--- config.mk ---
export PLATFORM = sky130hd
export DESIGN_NAME = timer_mmio_flat
export DESIGN_NICKNAME = d
export VERILOG_FILES = /design/src/rtl/timer_mmio_if.sv /design/src/rtl/timer_mmio.sv /design/src/flat_wrapper.sv
export SDC_FILE = /design/constraint.sdc
export NUM_CORES = 1
export LEC_CHECK = 0
export BUFFER_PORTS_ARGS = -buffer_cell sky130_fd_sc_hd__buf_2
export CAP_MARGIN = 20
export CORE_MARGIN = 2
export CORE_UTILIZATION = 45
export DETAILED_ROUTE_END_ITERATION = 7
export PLACE_DENSITY = 0.64
export SLEW_MARGIN = 30
export SYNTH_ARGS = -nofsm -noshare
export SYNTH_HDL_FRONTEND = slang
export SYNTH_SLANG_ARGS = --single-unit
--- constraint.sdc ---
create_clock -name clk -period 2.7 [get_ports clk]
set_clock_uncertainty 0.15 [all_clocks]
set_input_delay 0.27 -clock clk [delete_from_list [all_inputs] [get_ports clk]]
set_output_delay 0.27 -clock clk [all_outputs]
set_load 0.01 [all_outputs]
--- src/rtl/timer_mmio_if.sv ---
// CPU data-bus bundle for the timer peripheral: address, byte-masked write and registered read data.
interface timer_mmio_if;
   logic [31:0] memAddress;
   logic [31:0] memWriteData;
   logic        memWrite;
   logic [3:0]  byteMask;
   logic [31:0] memReadData;

   modport master (
      output memAddress, memWriteData, memWrite, byteMask,
      input  memReadData
   );

   modport slave (
      input  memAddress, memWriteData, memWrite, byteMask,
      output memReadData
   );
endinterface

--- src/rtl/timer_mmio.sv ---
// Memory-mapped 32-bit timer/compare peripheral with prescaler, W1C match flag and level irq.
// Optional feature: define TIMER_ONESHOT_EN to add CTRL bit3 ONESHOT (self-disable on match).
module timer_mmio #(
   parameter logic [31:0] BASE_MEMORY = 32'hFFFF_FF00,
   parameter logic [31:0] TOP_MEMORY  = 32'hFFFF_FF13
) (
   input  logic        clk,
   input  logic        reset,
   timer_mmio_if.slave bus,
   output logic        irq
);

`ifdef TIMER_ONESHOT_EN
   localparam logic [3:0] CTRL_MASK = 4'hF;
`else
   localparam logic [3:0] CTRL_MASK = 4'h7;
`endif

   logic [3:0]  ctrl_reg, ctrl_next;
   logic [15:0] prescale_reg, prescale_next;
   logic [31:0] count_reg, count_next;
   logic [31:0] compare_reg, compare_next;
   logic        match_reg, match_next;
   logic [15:0] pcnt_reg, pcnt_next;
   logic [31:0] read_data_reg, read_data_next;

   logic [31:0] offset;
   logic [2:0]  idx;
   logic        hit;
   logic        wr;
   logic [31:0] lane_mask;
   logic [31:0] rd_sel;
   logic [31:0] wr_merged;
   logic        tick;
   logic        is_match;
   logic        unused_offset_bits;

   assign hit    = (bus.memAddress >= BASE_MEMORY) && (bus.memAddress <= TOP_MEMORY);
   assign offset = bus.memAddress - BASE_MEMORY;
   assign idx    = offset[4:2];
   assign wr     = bus.memWrite && hit;
   assign unused_offset_bits = ^{offset[31:5], offset[1:0]};

   genvar gi;
   generate
      for (gi = 0; gi < 4; gi++) begin : g_lane
         assign lane_mask[8*gi +: 8] = {8{bus.byteMask[gi]}};
      end
   endgenerate

   always_comb begin
      rd_sel = 32'h0;
      case (idx)
         3'd0:    rd_sel = {28'h0, ctrl_reg};
         3'd1:    rd_sel = {16'h0, prescale_reg};
         3'd2:    rd_sel = count_reg;
         3'd3:    rd_sel = compare_reg;
         3'd4:    rd_sel = {31'h0, match_reg};
         default: rd_sel = 32'h0;
      endcase
   end

   // Byte-lane merge of the write data over the currently selected register.
   assign wr_merged = (rd_sel & ~lane_mask) | (bus.memWriteData & lane_mask);

   assign tick     = ctrl_reg[0] && (pcnt_reg == prescale_reg);
   assign is_match = tick && (count_reg == compare_reg);

   always_comb begin
      ctrl_next      = ctrl_reg;
      prescale_next  = prescale_reg;
      count_next     = count_reg;
      compare_next   = compare_reg;
      match_next     = match_reg;
      pcnt_next      = pcnt_reg;
      read_data_next = hit ? rd_sel : 32'h0;

      if (tick) begin
         count_next = (is_match && ctrl_reg[1]) ? 32'h0 : count_reg + 32'd1;
      end
`ifdef TIMER_ONESHOT_EN
      if (is_match && ctrl_reg[3]) begin
         ctrl_next[0] = 1'b0;
      end
`endif

      // CPU writes override tick-driven updates; a W1C clear loses to a same-cycle match.
      if (wr) begin
         case (idx)
            3'd0: ctrl_next     = wr_merged[3:0] & CTRL_MASK;
            3'd1: prescale_next = wr_merged[15:0];
            3'd2: count_next    = wr_merged;
            3'd3: compare_next  = wr_merged;
            3'd4: begin
               if (bus.byteMask[0] && bus.memWriteData[0]) begin
                  match_next = 1'b0;
               end
            end
            default: ;
         endcase
      end
      if (is_match) begin
         match_next = 1'b1;
      end

      if (ctrl_reg[0]) begin
         pcnt_next = tick ? 16'h0 : pcnt_reg + 16'd1;
      end
      // EN=0 always leaves pcnt at 0, so a disabled prescaler "holds" zero.
      if ((wr && idx == 3'd1) || !ctrl_next[0]) begin
         pcnt_next = 16'h0;
      end
   end

   always_ff @(posedge clk) begin
      if (reset) begin
         ctrl_reg      <= 4'h0;
         prescale_reg  <= 16'h0;
         count_reg     <= 32'h0;
         compare_reg   <= 32'hFFFF_FFFF;
         match_reg     <= 1'b0;
         pcnt_reg      <= 16'h0;
         read_data_reg <= 32'h0;
      end else begin
         ctrl_reg      <= ctrl_next;
         prescale_reg  <= prescale_next;
         count_reg     <= count_next;
         compare_reg   <= compare_next;
         match_reg     <= match_next;
         pcnt_reg      <= pcnt_next;
         read_data_reg <= read_data_next;
      end
   end

   assign bus.memReadData = read_data_reg;
   assign irq             = match_reg & ctrl_reg[2];

endmodule

--- src/flat_wrapper.sv ---
// flat-port wrapper written by rule: the top's interface ports become plain ports
module timer_mmio_flat 
#(
   parameter logic [31:0] BASE_MEMORY = 32'hFFFF_FF00,
   parameter logic [31:0] TOP_MEMORY  = 32'hFFFF_FF13
)
  (clk, reset, irq, bus_memAddress, bus_memWriteData, bus_memWrite, bus_byteMask, bus_memReadData);
  timer_mmio_if bus_i ();
  input  logic clk;
  input  logic reset;
  output logic irq;
  input wire logic [$bits(bus_i.memAddress)-1:0] bus_memAddress;
  input wire logic [$bits(bus_i.memWriteData)-1:0] bus_memWriteData;
  input wire logic [$bits(bus_i.memWrite)-1:0] bus_memWrite;
  input wire logic [$bits(bus_i.byteMask)-1:0] bus_byteMask;
  output wire logic [$bits(bus_i.memReadData)-1:0] bus_memReadData;
  assign bus_i.memAddress = bus_memAddress;
  assign bus_i.memWriteData = bus_memWriteData;
  assign bus_i.memWrite = bus_memWrite;
  assign bus_i.byteMask = bus_byteMask;
  assign bus_memReadData = bus_i.memReadData;
  timer_mmio #(.BASE_MEMORY(BASE_MEMORY), .TOP_MEMORY(TOP_MEMORY)) u_core (.clk(clk), .reset(reset), .bus(bus_i), .irq(irq));
endmodule
==> metrics.md, run 1 <==
| Metric | Value |
|---|---|
| WHS Endpoint | u_core.count_reg[23]$_SDFF_PP0_ |
| Commonest register cell after synthesis | dfxtp_1 |
| Hold Slack | approximately 0.043 ns |
| Asr flop ratio synth | 0% |
| Worst Setup End Kind | flop |
| TritonRoute pass-1 iters | 5 |
| Top cells by area, synth | dfxtp_1, xor2_1, nor2_1 |
| Slowest CP cell | or4b_1 |
| Worst-path fanout max | 15 |
| Int Power | about 3.4 mW |
| Share of layout cells above drive strength 1 | 24.0% |
| Crit path buf inv count | 1 |
| CP top delay family | simple AND/OR/NAND/NOR gates |
| Initial Utilization | 46.3% |
| Inst Count DP | approximately 1.1k |
| Min-delay worst type | input port to flop |
| Vias per cell | 5.48 |
| Synth top area share | between 30% and 40% |
| Ant diodes | 0 |
| Crit path DAT | 2.70 ns |
| Post-Syn Nets | 870 |
| Count of cell types in the netlist | 48 |
| Commonest non-fill, non-tap cell in the layout | dfxtp_1 |
| Max-cap violations | 0 |
| Capture point of the worst reg-to-reg path | u_core.count_reg[30]$_SDFF_PP0_ |
| R2r startpoint | u_core.prescale_reg[15]$_SDFFE_PP0P_ |
| Chip height | 127 um |
| CORE AREA | 0.0146 mm^2 |
| Simple-gate area share of the yosys netlist | around a quarter |
| First-pass GRT wire length | 29300 um |
| Setup crit start kind | flop |
| Final Max Tran Viols | 0 |
| Net Switching | 989 uW |
| Clk sinks | 132 |
| CP dominant cell by count | xnor2_1 |
| Antenna Nets Post-Route | 0 |
| Routed vias | ~6k |
| LEAKAGE | between 2 and 3 nW |
| Register area share after synthesis | 39.0% |
| Normalized max-slew margin | ~56% |
| RSZ-0062 raised after global routing | no |
| GRT overflow | 0 |
| Post-synth EDFFs | 0 |
| Net Sw Frac | 22.6% |
| Worst Hold Launch | bus_memWriteData[23] |
| Clk slew on worst S/H paths | approximately 0.060 ns |
| Largest net degree at the start of global routing | 64 |
| Largest family of logic cells by synthesized area | simple AND/OR/NAND/NOR gates |
| Reg2reg setup slack | 0.15 ns |
| Setup tns final | 0 ns |
| Cells after synthesis | 797 |
| Placer Congestion | 0.831 |
| DRC violations left | 0 |
| 1st-iter DRT viols | 417 |
| F_max | 392 MHz |
| Most frequent cells in the layout | dfxtp_1, buf_2, nor2_1, nand2_1, xor2_1 |
| Fillers | between 1k and 1.5k |
| Die X-Extent | 127 um |
| Max Root-Sink Buffers | 2 |
| Multi-input gate area | between 0.003 and 0.004 mm^2 |
| Fin. Hold Viols | 0 |
| IO Count | 104 |
| Final net count | 967 |
| I/O Buffers | a little over 100 |
| Compound-Gate Fraction of Synth Area | around 13% |
| Post-DP HPWL | ~13000 um |
| Row count | 44 |
| Worst-Margin Slew | roughly 0.66 ns |
| Sequential group share of total power | 44.6% |
| Root buffer cell | clkbuf_16 |
| Post-synth top area cell | dfxtp_1 |
| CP Class | flop to flop |
| Post-layout util | 55.0% |
| Die area | 0.0161 mm^2 |
| Vias in the first global route | ~5.5k |
| Worst-path cell chain | xnor2_1 > nand4_1 > or4b_1 > buf_4 > nor4_1 > xnor2_1 > o22ai_1 |
| CTS buffer count | 17 |
| CTS tree | built |
| Hold depth | 3 |
| H-tree Lvls | 4 |
| Worst reg2reg path depth | 7 |
| Power per cell area | between 500 and 600 mW/mm^2 |
| Final min period | 2.55 ns |
| Slowest Stage Delay on Critical Path | 0.58 ns |
| Wire per inst | 16.6 um |
| Area growth from synthesis to layout | 18.9% |
| WL final | 18100 um |
| Warnings from Yosys | 0 |
| GRT Overall Usage | 23.0% |
| Synth Area in Adders | 0.369% |
| Comb pwr share | 6.0% |
| VDD IR-drop max | around 460 uV |
| Sequential cell area | roughly 0.0026 mm^2 |
| Syn Std Cell Area | a little under 0.007 mm^2 |
| Initial antenna violation count | 0 |
| Fin cells | 1090 |
| Clock Power Share | 49.5% |
| Tcrit/Tclk final | 94.4% |
| Multiplexer area fraction after synthesis | 6.68% |
| Outcome | finished clean |
| Worst skew pair latency | 0.42 ns |
| Crit path required time | 2.85 ns |
| Setup violators final | 0 |
| Synth Area in XOR/XNOR | 11.9% |
| Avg Cell Area, Syn | 8.50 um^2 |
| Synth Register Bits | 132 |
area by class of cell:
type | instances | share of cell area (%)
Clock buffer | 21 | 5.84
Multi-Input combinational cell | 601 | 47.2
Clock inverter | 10 | 1.03
Sequential cell | 132 | 32.8
Inverter | 4 | 0.186
Timing Repair Buffer | 138 | 10.1
Tap cell | 184 | 2.86
synthesized netlist by cell type, types with 4 or more instances:
library cell and count:
a211o_1 31, a21oi_1 38, a22oi_1 14, mux2i_1 7, xnor2_1 31, nor4_1 18, o22ai_1 23, or2_2 9
mux2_2 30, nand2b_1 5, inv_1 4, nor2_1 99, nand4_1 24, a211oi_1 6, nand3_1 28, nor4_2 4
nor3_1 24, xor2_1 61, buf_2 5, clkbuf_1 43, nor2b_1 8, and3_1 10, nand2_1 80, dfxtp_1 132
o21ai_0 22, and2_1 6
worst max-delay path by stage:
stage / start / endpoint / slack [ns] / depth (start not counted)
after floorplan: bus_memAddress[7] / u_core.compare_reg[10]$_SDFFE_PP1P_ / 0.23 / 8
after global placement: bus_memAddress[7] / u_core.compare_reg[16]$_SDFFE_PP1P_ / 0.20 / 7
after detailed placement: bus_memAddress[7] / u_core.compare_reg[16]$_SDFFE_PP1P_ / 0.16 / 7
after CTS: u_core.prescale_reg[12]$_SDFFE_PP0P_ / u_core.count_reg[30]$_SDFF_PP0_ / 0.20 / 7
after global routing: u_core.pcnt_reg[0]$_SDFFE_PP0P_ / u_core.count_reg[26]$_SDFF_PP0_ / 0.07 / 7
final: u_core.prescale_reg[15]$_SDFFE_PP0P_ / u_core.count_reg[30]$_SDFF_PP0_ / 0.15 / 7
timing repair:
action                                 4_1_cts  5_1_grt
setup buffers                                0        0
endpoints found under the hold margin        1        0
hold buffers                                 1        0
gates resized for setup                      0        0
worst register-to-register path: stages (launching register included):
cell,delay (ns)
dfxtp_1,0.33
xnor2_1,0.29
nand4_1,0.22
or4b_1,0.58
buf_4,0.21
nor4_1,0.38
xnor2_1,0.18
o22ai_1,0.09
cells by family (layout without fill, tap and decap cells):
family,count (synthesis),count (layout)
AOI/OAI and AO/OA,139,139
xor gates and xnor gates,92,92
adders and majority gates,2,2
buffers and inverters,64,173
DFF,132,132
muxes,39,39
and+or+nand+nor,329,329
through the flow:
step	setup WS, ns	area [um^2]	power, mW
5_1_grt	0.0708	8060	4.51
3_5_place_dp	0.157	7490	2.25
3_3_place_gp	0.205	7490	2.25
2_1_floorplan	0.226	6780	2.14
6_report	0.151	8060	4.37
4_1_cts	0.196	8060	4.40
power groups by stage:
stage	clock network (mW)	logic, mW	registers, mW
floorplan	0	0.150	1.99
global placement	0	0.258	1.99
detailed placement	0	0.258	1.99
CTS	2.19	0.260	1.95
global route	2.28	0.287	1.95
finish	2.16	0.261	1.95
metal layers:
metal  wire length [um]  GRT usage [%]  share of wire [%]  vias up
li1                   -              -                  -     2995
met1               8470           31.6                 47     2771
met2               8390           36.1                 46      180
met3                853           4.51                4.7       32
met4                350           8.02                1.9        0
met5                  0              0                  0        -
No activity file was read; power rests on OpenSTA's default activity.
==> run 2, diff against run 1 <==
--- a/config.mk
+++ b/config.mk
@@ -7,10 +7,12 @@
 export LEC_CHECK = 0
 export BUFFER_PORTS_ARGS = -buffer_cell sky130_fd_sc_hd__buf_2
 export CAP_MARGIN = 20
+export CELL_PAD_IN_SITES_DETAIL_PLACEMENT = 1
+export CELL_PAD_IN_SITES_GLOBAL_PLACEMENT = 2
 export CORE_MARGIN = 2
-export CORE_UTILIZATION = 45
+export CORE_UTILIZATION = 34
 export DETAILED_ROUTE_END_ITERATION = 7
-export PLACE_DENSITY = 0.64
+export PLACE_DENSITY = 0.77
 export SLEW_MARGIN = 30
 export SYNTH_ARGS = -nofsm -noshare
 export SYNTH_HDL_FRONTEND = slang
==> run 2 against run 1 <==
  * Final cell count increased by 7.0%
  * Hold slack lost 0.0040 ns
  * Sequential power is essentially flat
  * Non-clock buffer count fell by 6
  * Die area grew 31%
  * Largest cell class unchanged
  * Fmax is 0.91% higher
  * Clock power rose by 9.3%
  * Routed wire length up 19%
  * Final area rose by 1.6%
  * Global-route usage fell by 2.2 points
  * Combinational power is 3% higher
  * Register-to-register slack better by 0.02 ns
==> metrics.md, run 2 (same netlist as run 1, synthesis figures left out) <==
| Metric | Value |
|---|---|
| Ant diodes | 0 (unchanged) |
| Root buffer cell | clkbuf_16 |
| Commonest non-fill, non-tap cell in the layout | dfxtp_1 |
| Pre-CTS setup slack | 0.144 ns (-0.0124 ns) |
| Comb pwr share | 5.8% (-0.2 points) |
| Setup violators final | 0 (unchanged) |
| Clk slew on worst S/H paths | 0.06 ns (about the same) |
| Tcrit/Tclk final | 93.6% (-0.85 points) |
| VDD IR-drop max | 432 uV (-6.3%) |
| Sequential group share of total power | 42.6% (-2.0 points) |
| Largest net degree at the start of global routing | 64 (unchanged) |
| Worst-path fanout max | 15 (unchanged) |
| Crit path DAT | 2.68 ns (-0.02 ns) |
| CORE AREA | 0.0195 mm^2 (+33%) |
| CTS buffer count | 17 (unchanged) |
| GRT Overall Usage | 20.8% (-2.2 points) |
| Power per cell area | 559 mW/mm^2 (+3.0%) |
| Die X-Extent | 145 um (+15%) |
| Most frequent cells in the layout | dfxtp_1, buf_2, nor2_1, nand2_1, xor2_1 |
| Max-cap violations | 0 (unchanged) |
| GRT overflow | 0 (unchanged) |
| Post-CTS setup buffer count | 0 (unchanged) |
| Met3 Resource Use GR | 4.47% (-0.047 points) |
| M1 GR Usage | 27.0% (-4.6 points) |
| Final Max Tran Viols | 0 (unchanged) |
| Post-DP HPWL | 15500 um (+20%) |
| Setup tns final | 0 ns (unchanged) |
| Final net count | 961 (-0.62%) |
| Slowest Stage Delay on Critical Path | 0.57 ns (about the same) |
| CP Class | flop to flop |
| Normalized max-slew margin | 50.7% (-5.4 points) |
| Row count | 51 (+16%) |
| F_max | 396 MHz (+0.91%) |
| Fin. Hold Viols | 0 (unchanged) |
| Net Sw Frac | 23.6% (+0.95 points) |
| Die area | 0.0211 mm^2 (+31%) |
| RSZ-0062 raised after global routing | no |
| Crit path required time | 2.85 ns (about the same) |
| Met2 Track Usage GR | 35.6% (-0.45 points) |
| Hold Slack | 0.0389 ns (-0.00402 ns) |
| CP dominant cell by count | xnor2_1 |
| Number of hold buffers added after CTS | 0 (-1) |
| Antenna Nets Post-Route | 0 (unchanged) |
| 1st-iter DRT viols | 379 (-9.1%) |
| Area growth from synthesis to layout | 20.8% |
| TritonRoute pass-1 iters | 5 (unchanged) |
| I/O Buffers | 101 (unchanged) |
| Wire per inst | 18.5 um (+12%) |
| WL final | 21600 um (+19%) |
| Crit path buf inv count | 1 (unchanged) |
| Placer Congestion | 0.818 (-1.5%) |
| Outcome | finished clean |
| Int Power | 3.50 mW (+3.4%) |
| Final min period | 2.53 ns (-0.0229 ns) |
| Clock Power Share | 51.6% (+2.1 points) |
| Most used routing layer | met2 |
| Chip height | 145 um (+15%) |
| DRC violations left | 0 (unchanged) |
| CP top delay family | simple AND/OR/NAND/NOR gates |
| Net Switching | 1.08 mW (+9.1%) |
| Worst skew pair latency | 0.42 ns (about the same) |
| LEAKAGE | 2.96 nW (about the same) |
| IO Count | 104 (unchanged) |
| Initial antenna violation count | 0 (unchanged) |
| Min-delay worst type | input port to flop |
| Clk sinks | 132 (unchanged) |
| Post_cts resized | 0 (unchanged) |
| Slowest CP cell | or4b_1 |
| Worst-Margin Slew | 0.736 ns (+0.0783 ns) |
| Initial Utilization | 34.7% (-12 points) |
| H-tree Lvls | 4 (unchanged) |
| Share of layout cells above drive strength 1 | 23.9% (-0.089 points) |
| Max Root-Sink Buffers | 2 (unchanged) |
| CTS tree | built |
| Worst Setup End Kind | flop |
| Vias per cell | 5.34 (-2.7%) |
| First-pass GRT wire length | 35300 um (+20%) |
| Setup crit start kind | flop |
| Vias in the first global route | 6450 (+16%) |
| Setup WS post-layout | 0.174 ns (+0.0229 ns) |
| Routed vias | 6221 (+4.1%) |
| Worst-path cell chain | xnor2_1 > nand4_1 > or4b_1 > buf_4 > nor4_1 > xnor2_1 > o22ai_1 |
-- run 2: cell count changes in the layout (fill, tap and decap cells not counted) --
cell	delta
clkbuf_1	-1
buf_12	+3
buf_4	-8
clkinv_4	+2
dlygate4sd3_1	-1
clkinv_2	+1
clkbuf_8	-3
nor2b_2	+1
nor2b_1	-1
bufinv_16	+2
-- run 2: worst register-to-register path, stage by stage (launching register included) --
cell     delay [ns]
dfxtp_1        0.43
xnor2_1        0.17
nand4_1        0.20
or4b_1         0.57
buf_4          0.22
nor4_1         0.41
xnor2_1        0.17
o22ai_1        0.10
-- run 2: final cells by class --
cell class | count | area (um^2)
Inverter | 4 | 15.0
Multi-Input combinational cell | 601 | 3810
Timing Repair Buffer | 132 | 801
Tap cell | 265 | 332
Sequential cell | 132 | 2640
Clock buffer | 17 | 425
Fill cell | 2381 | 11300
Clock inverter | 15 | 165
-- run 2: per-stage QoR --
step | total power [mW] | instance area [um^2] | util (%) | std cells
3_3_place_gp | 2.25 | 7590 | 38.9 | 1134
4_1_cts | 4.62 | 8190 | 41.9 | 1166
5_1_grt | 4.75 | 8190 | 41.9 | 1166
6_report | 4.58 | 8190 | 41.9 | 1166
3_5_place_dp | 2.26 | 7600 | 38.9 | 1134
2_1_floorplan | 2.14 | 6780 | - | 797
-- run 2: worst paths after layout --
path | startpoint | end | slack [ns] | cells past startpoint
hold / removal | bus_memAddress[4] | u_core.bus.memReadData[1]$_SDFF_PP0_ | 0.04 | 3
hold reg to reg | u_core.prescale_reg[0]$_SDFFE_PP0P_ | u_core.prescale_reg[0]$_SDFFE_PP0P_ | 0.33 | 2
setup / recovery | u_core.pcnt_reg[0]$_SDFFE_PP0P_ | u_core.count_reg[29]$_SDFF_PP0_ | 0.17 | 7
setup reg to reg | u_core.pcnt_reg[0]$_SDFFE_PP0P_ | u_core.count_reg[29]$_SDFF_PP0_ | 0.17 | 7
-- run 2: routing by layer --
metal  up-vias  share of wire [%]  wire length (um)
met1      3070                 46              9950
met2       142                 50             10700
met4         0               0.75               162
met5         -                  0                 0
met3        17                3.5               756
li1       2992                  -                 -
-- run 2: power groups by stage --
stage,registers [mW],logic (mW),clock network [mW]
final,1.95,0.268,2.36
after detailed placement,1.99,0.267,0
after CTS,1.95,0.269,2.40
after global routing,1.95,0.293,2.51
after floorplan,1.99,0.150,0
after global placement,1.99,0.262,0
==> run 3, diff against run 2 <==
--- a/config.mk
+++ b/config.mk
@@ -10,9 +10,12 @@
 export CELL_PAD_IN_SITES_DETAIL_PLACEMENT = 1
 export CELL_PAD_IN_SITES_GLOBAL_PLACEMENT = 2
 export CORE_MARGIN = 2
-export CORE_UTILIZATION = 34
+export CORE_UTILIZATION = 35
+export CTS_BUF_LIST = sky130_fd_sc_hd__clkbuf_8
 export DETAILED_ROUTE_END_ITERATION = 7
-export PLACE_DENSITY = 0.77
+export HOLD_SLACK_MARGIN = 0.1
+export MAX_ROUTING_LAYER = met4
+export PLACE_DENSITY = 0.79
 export SLEW_MARGIN = 30
 export SYNTH_ARGS = -nofsm -noshare
 export SYNTH_HDL_FRONTEND = slang
==> run 3 against run 2 <==
  * Highest routed layer unchanged
  * Critical path type unchanged
  * Sequential share of layout area is 0.27 points lower
  * Combinational power rose by 8.2%
  * Flip-flop and latch count did not move
  * Power is 13% lower
  * Setup slack got worse by 0.016 ns
  * Register-to-register slack worse by 0.02 ns
  * Final area rose by 0.84%
  * Routed wire length grew 0.65%
  * Clock-buffer cell count up 1
==> metrics.md, run 3 (same netlist as run 1, synthesis figures left out) <==
| Metric | Value |
|---|---|
| Met2 WL | 10600 um (-0.42%) |
| WL final | 21700 um (+0.65%) |
| Power per cell area | 484 mW/mm^2 (-13%) |
| Post-DP Area | 0.00761 mm^2 (+0.12%) |
| Post-route cell area | 0.00826 mm^2 (+0.84%) |
| Int Power | 3.00 mW (-14%) |
| Sequential group share of total power | 48.6% (+6.0 points) |
| Vias per cell | 5.27 (-1.2%) |
| Commonest non-fill, non-tap cell in the layout | dfxtp_1 |
| Ant diodes | 0 (unchanged) |
| Die X-Extent | 143 um (-1.4%) |
| Share of layout cells above drive strength 1 | 23.3% (-0.56 points) |
| Clock Power Share | 44.1% (-7.5 points) |
| LEAKAGE | 2.99 nW (+0.93%) |
| Final net count | 987 (+2.7%) |
| RSZ-0062 raised after global routing | no |
| DRC violations left | 0 (unchanged) |
| Setup crit start kind | flop |
| GRT overflow | 0 (unchanged) |
| Clk sinks | 132 (unchanged) |
| CP Class | flop to flop |
| Final Max Tran Viols | 0 (unchanged) |
| Hold Slack | 0.108 ns (+0.0689 ns) |
| Post_cts resized | 0 (unchanged) |
| WL met3 | 724 um (-4.2%) |
| Most frequent cells in the layout | dfxtp_1, buf_2, nor2_1, nand2_1, xor2_1 |
| Vias in the first global route | 6517 (+1.0%) |
| CTS buffer count | 17 (unchanged) |
| Number of hold buffers added after CTS | 24 (+24) |
| Largest net degree at the start of global routing | 64 (unchanged) |
| Max Root-Sink Buffers | 2 (unchanged) |
| Sequential cell area | 0.00264 mm^2 (unchanged) |
| Min-delay worst type | input port to flop |
| Chip height | 143 um (-1.4%) |
| VDD IR-drop max | 328 uV (-24%) |
| CORE AREA | 0.0188 mm^2 (-3.6%) |
| Post-CTS setup buffer count | 0 (unchanged) |
| Die area | 0.0205 mm^2 (-2.8%) |
| 1st-iter DRT viols | 347 (-8.4%) |
| F_max | 393 MHz (-0.64%) |
| Setup tns final | 0 ns (unchanged) |
| Wire per inst | 18.3 um (-1.1%) |
| Antenna Nets Post-Route | 0 (unchanged) |
| Crit path DAT | 2.73 ns (+0.05 ns) |
| Final min period | 2.54 ns (+0.0164 ns) |
| Initial Utilization | 36.0% (+1.3 points) |
| Net Sw Frac | 24.9% (+1.3 points) |
| Row count | 50 (-2.0%) |
| Worst Setup End Kind | flop |
| Normalized max-slew margin | 50.1% (-0.62 points) |
| Worst skew pair latency | 0.46 ns (+0.04 ns) |
| Tcrit/Tclk final | 94.2% (+0.61 points) |
| Clk slew on worst S/H paths | 0.08 ns (+0.02 ns) |
| Outcome | finished clean |
| CTS tree | built |
| Routed vias | 6260 (+0.63%) |
| Multi-input gate area | 0.00381 mm^2 (unchanged) |
| Max-cap violations | 0 (unchanged) |
| I/O Buffers | 101 (unchanged) |
| Worst Hold Launch | bus_memWriteData[3] |
| Worst-Margin Slew | 0.745 ns (+0.00919 ns) |
| Area growth from synthesis to layout | 21.8% |
| First-pass GRT wire length | 34700 um (-1.6%) |
| R2r startpoint | u_core.prescale_reg[12]$_SDFFE_PP0P_ |
| Setup violators final | 0 (unchanged) |
| Crit path from | u_core.prescale_reg[12]$_SDFFE_PP0P_ |
| Worst-path fanout max | 15 (unchanged) |
| Initial antenna violation count | 0 (unchanged) |
| GRT Overall Usage | 22.4% (+1.6 points) |
| Placer Congestion | 0.853 (+4.3%) |
| Comb pwr share | 7.2% (+1.4 points) |
| Highest routed layer | met4 |
| H-tree Lvls | 4 (unchanged) |
| Crit path required time | 2.89 ns (+0.04 ns) |
| Fin. Hold Viols | 0 (unchanged) |
| Net Switching | 994 uW (-7.8%) |
| Metal1 wirelength | 9980 um (+0.21%) |
| IO Count | 104 (unchanged) |
| Root buffer cell | clkbuf_8 |
| Fillers | 2268 (-4.7%) |
| Post-DP HPWL | 15800 um (+2.1%) |
| TritonRoute pass-1 iters | 5 (unchanged) |
-- run 3: cell types whose count changed in the layout (fill, tap and decap cells not counted), sizes merged --
cell and delta:
dlygate4sd3 +24, buf +2, clkinv -2, clkbuf +1, inv +1
-- run 3: final cells by class --
cell class	instances	share of cell area (%)
clock inverters	14	1.97
multi-input cells	601	46.1
repair buffers	158	12.8
clock buffers	18	3.00
inverters	4	0.182
flip-flops and latches	132	32.0
well taps	260	3.94
-- run 3: path summary, 6_finish.rpt --
path / to / cells past startpoint / slack (ns)
setup / recovery: u_core.count_reg[29]$_SDFF_PP0_ / 7 / 0.16
hold / removal: u_core.count_reg[3]$_SDFF_PP0_ / 5 / 0.11
setup reg to reg: u_core.count_reg[29]$_SDFF_PP0_ / 7 / 0.16
hold reg to reg: u_core.prescale_reg[15]$_SDFFE_PP0P_ / 2 / 0.34
-- run 3: routing by layer --
layer	global-route usage [%]	up-vias
li1	-	3032
met1	28.5	3071
met2	37.0	133
met3	3.49	24
met4	6.51	0
met5	-	-
-- run 3: critical path, cell delays in order (launching register included) --
cell	delay, ns
dfxtp_1	0.35
xnor2_1	0.28
nand4_1	0.22
or4b_1	0.56
buf_4	0.21
nor4_1	0.39
xnor2_1	0.17
o22ai_1	0.10
-- run 3: power by group through the flow --
stage / Sequential (mW) / Combinational, mW / Clock (mW)
floorplan: 1.99 / 0.150 / 0
global placement: 1.99 / 0.260 / 0
detailed placement: 1.99 / 0.265 / 0
CTS: 1.94 / 0.291 / 1.80
global route: 1.94 / 0.317 / 1.88
finish: 1.94 / 0.290 / 1.76
-- run 3: metrics by stage --
step | worst slack, ns | util [%] | total power [mW] | std cells
2_1_floorplan | 0.226 | - | 2.14 | 797
3_3_place_gp | 0.192 | 40.4 | 2.25 | 1131
3_5_place_dp | 0.155 | 40.4 | 2.26 | 1131
4_1_cts | 0.179 | 43.8 | 4.04 | 1187
5_1_grt | 0.0112 | 43.8 | 4.14 | 1187
6_report | 0.157 | 43.8 | 4.00 | 1187
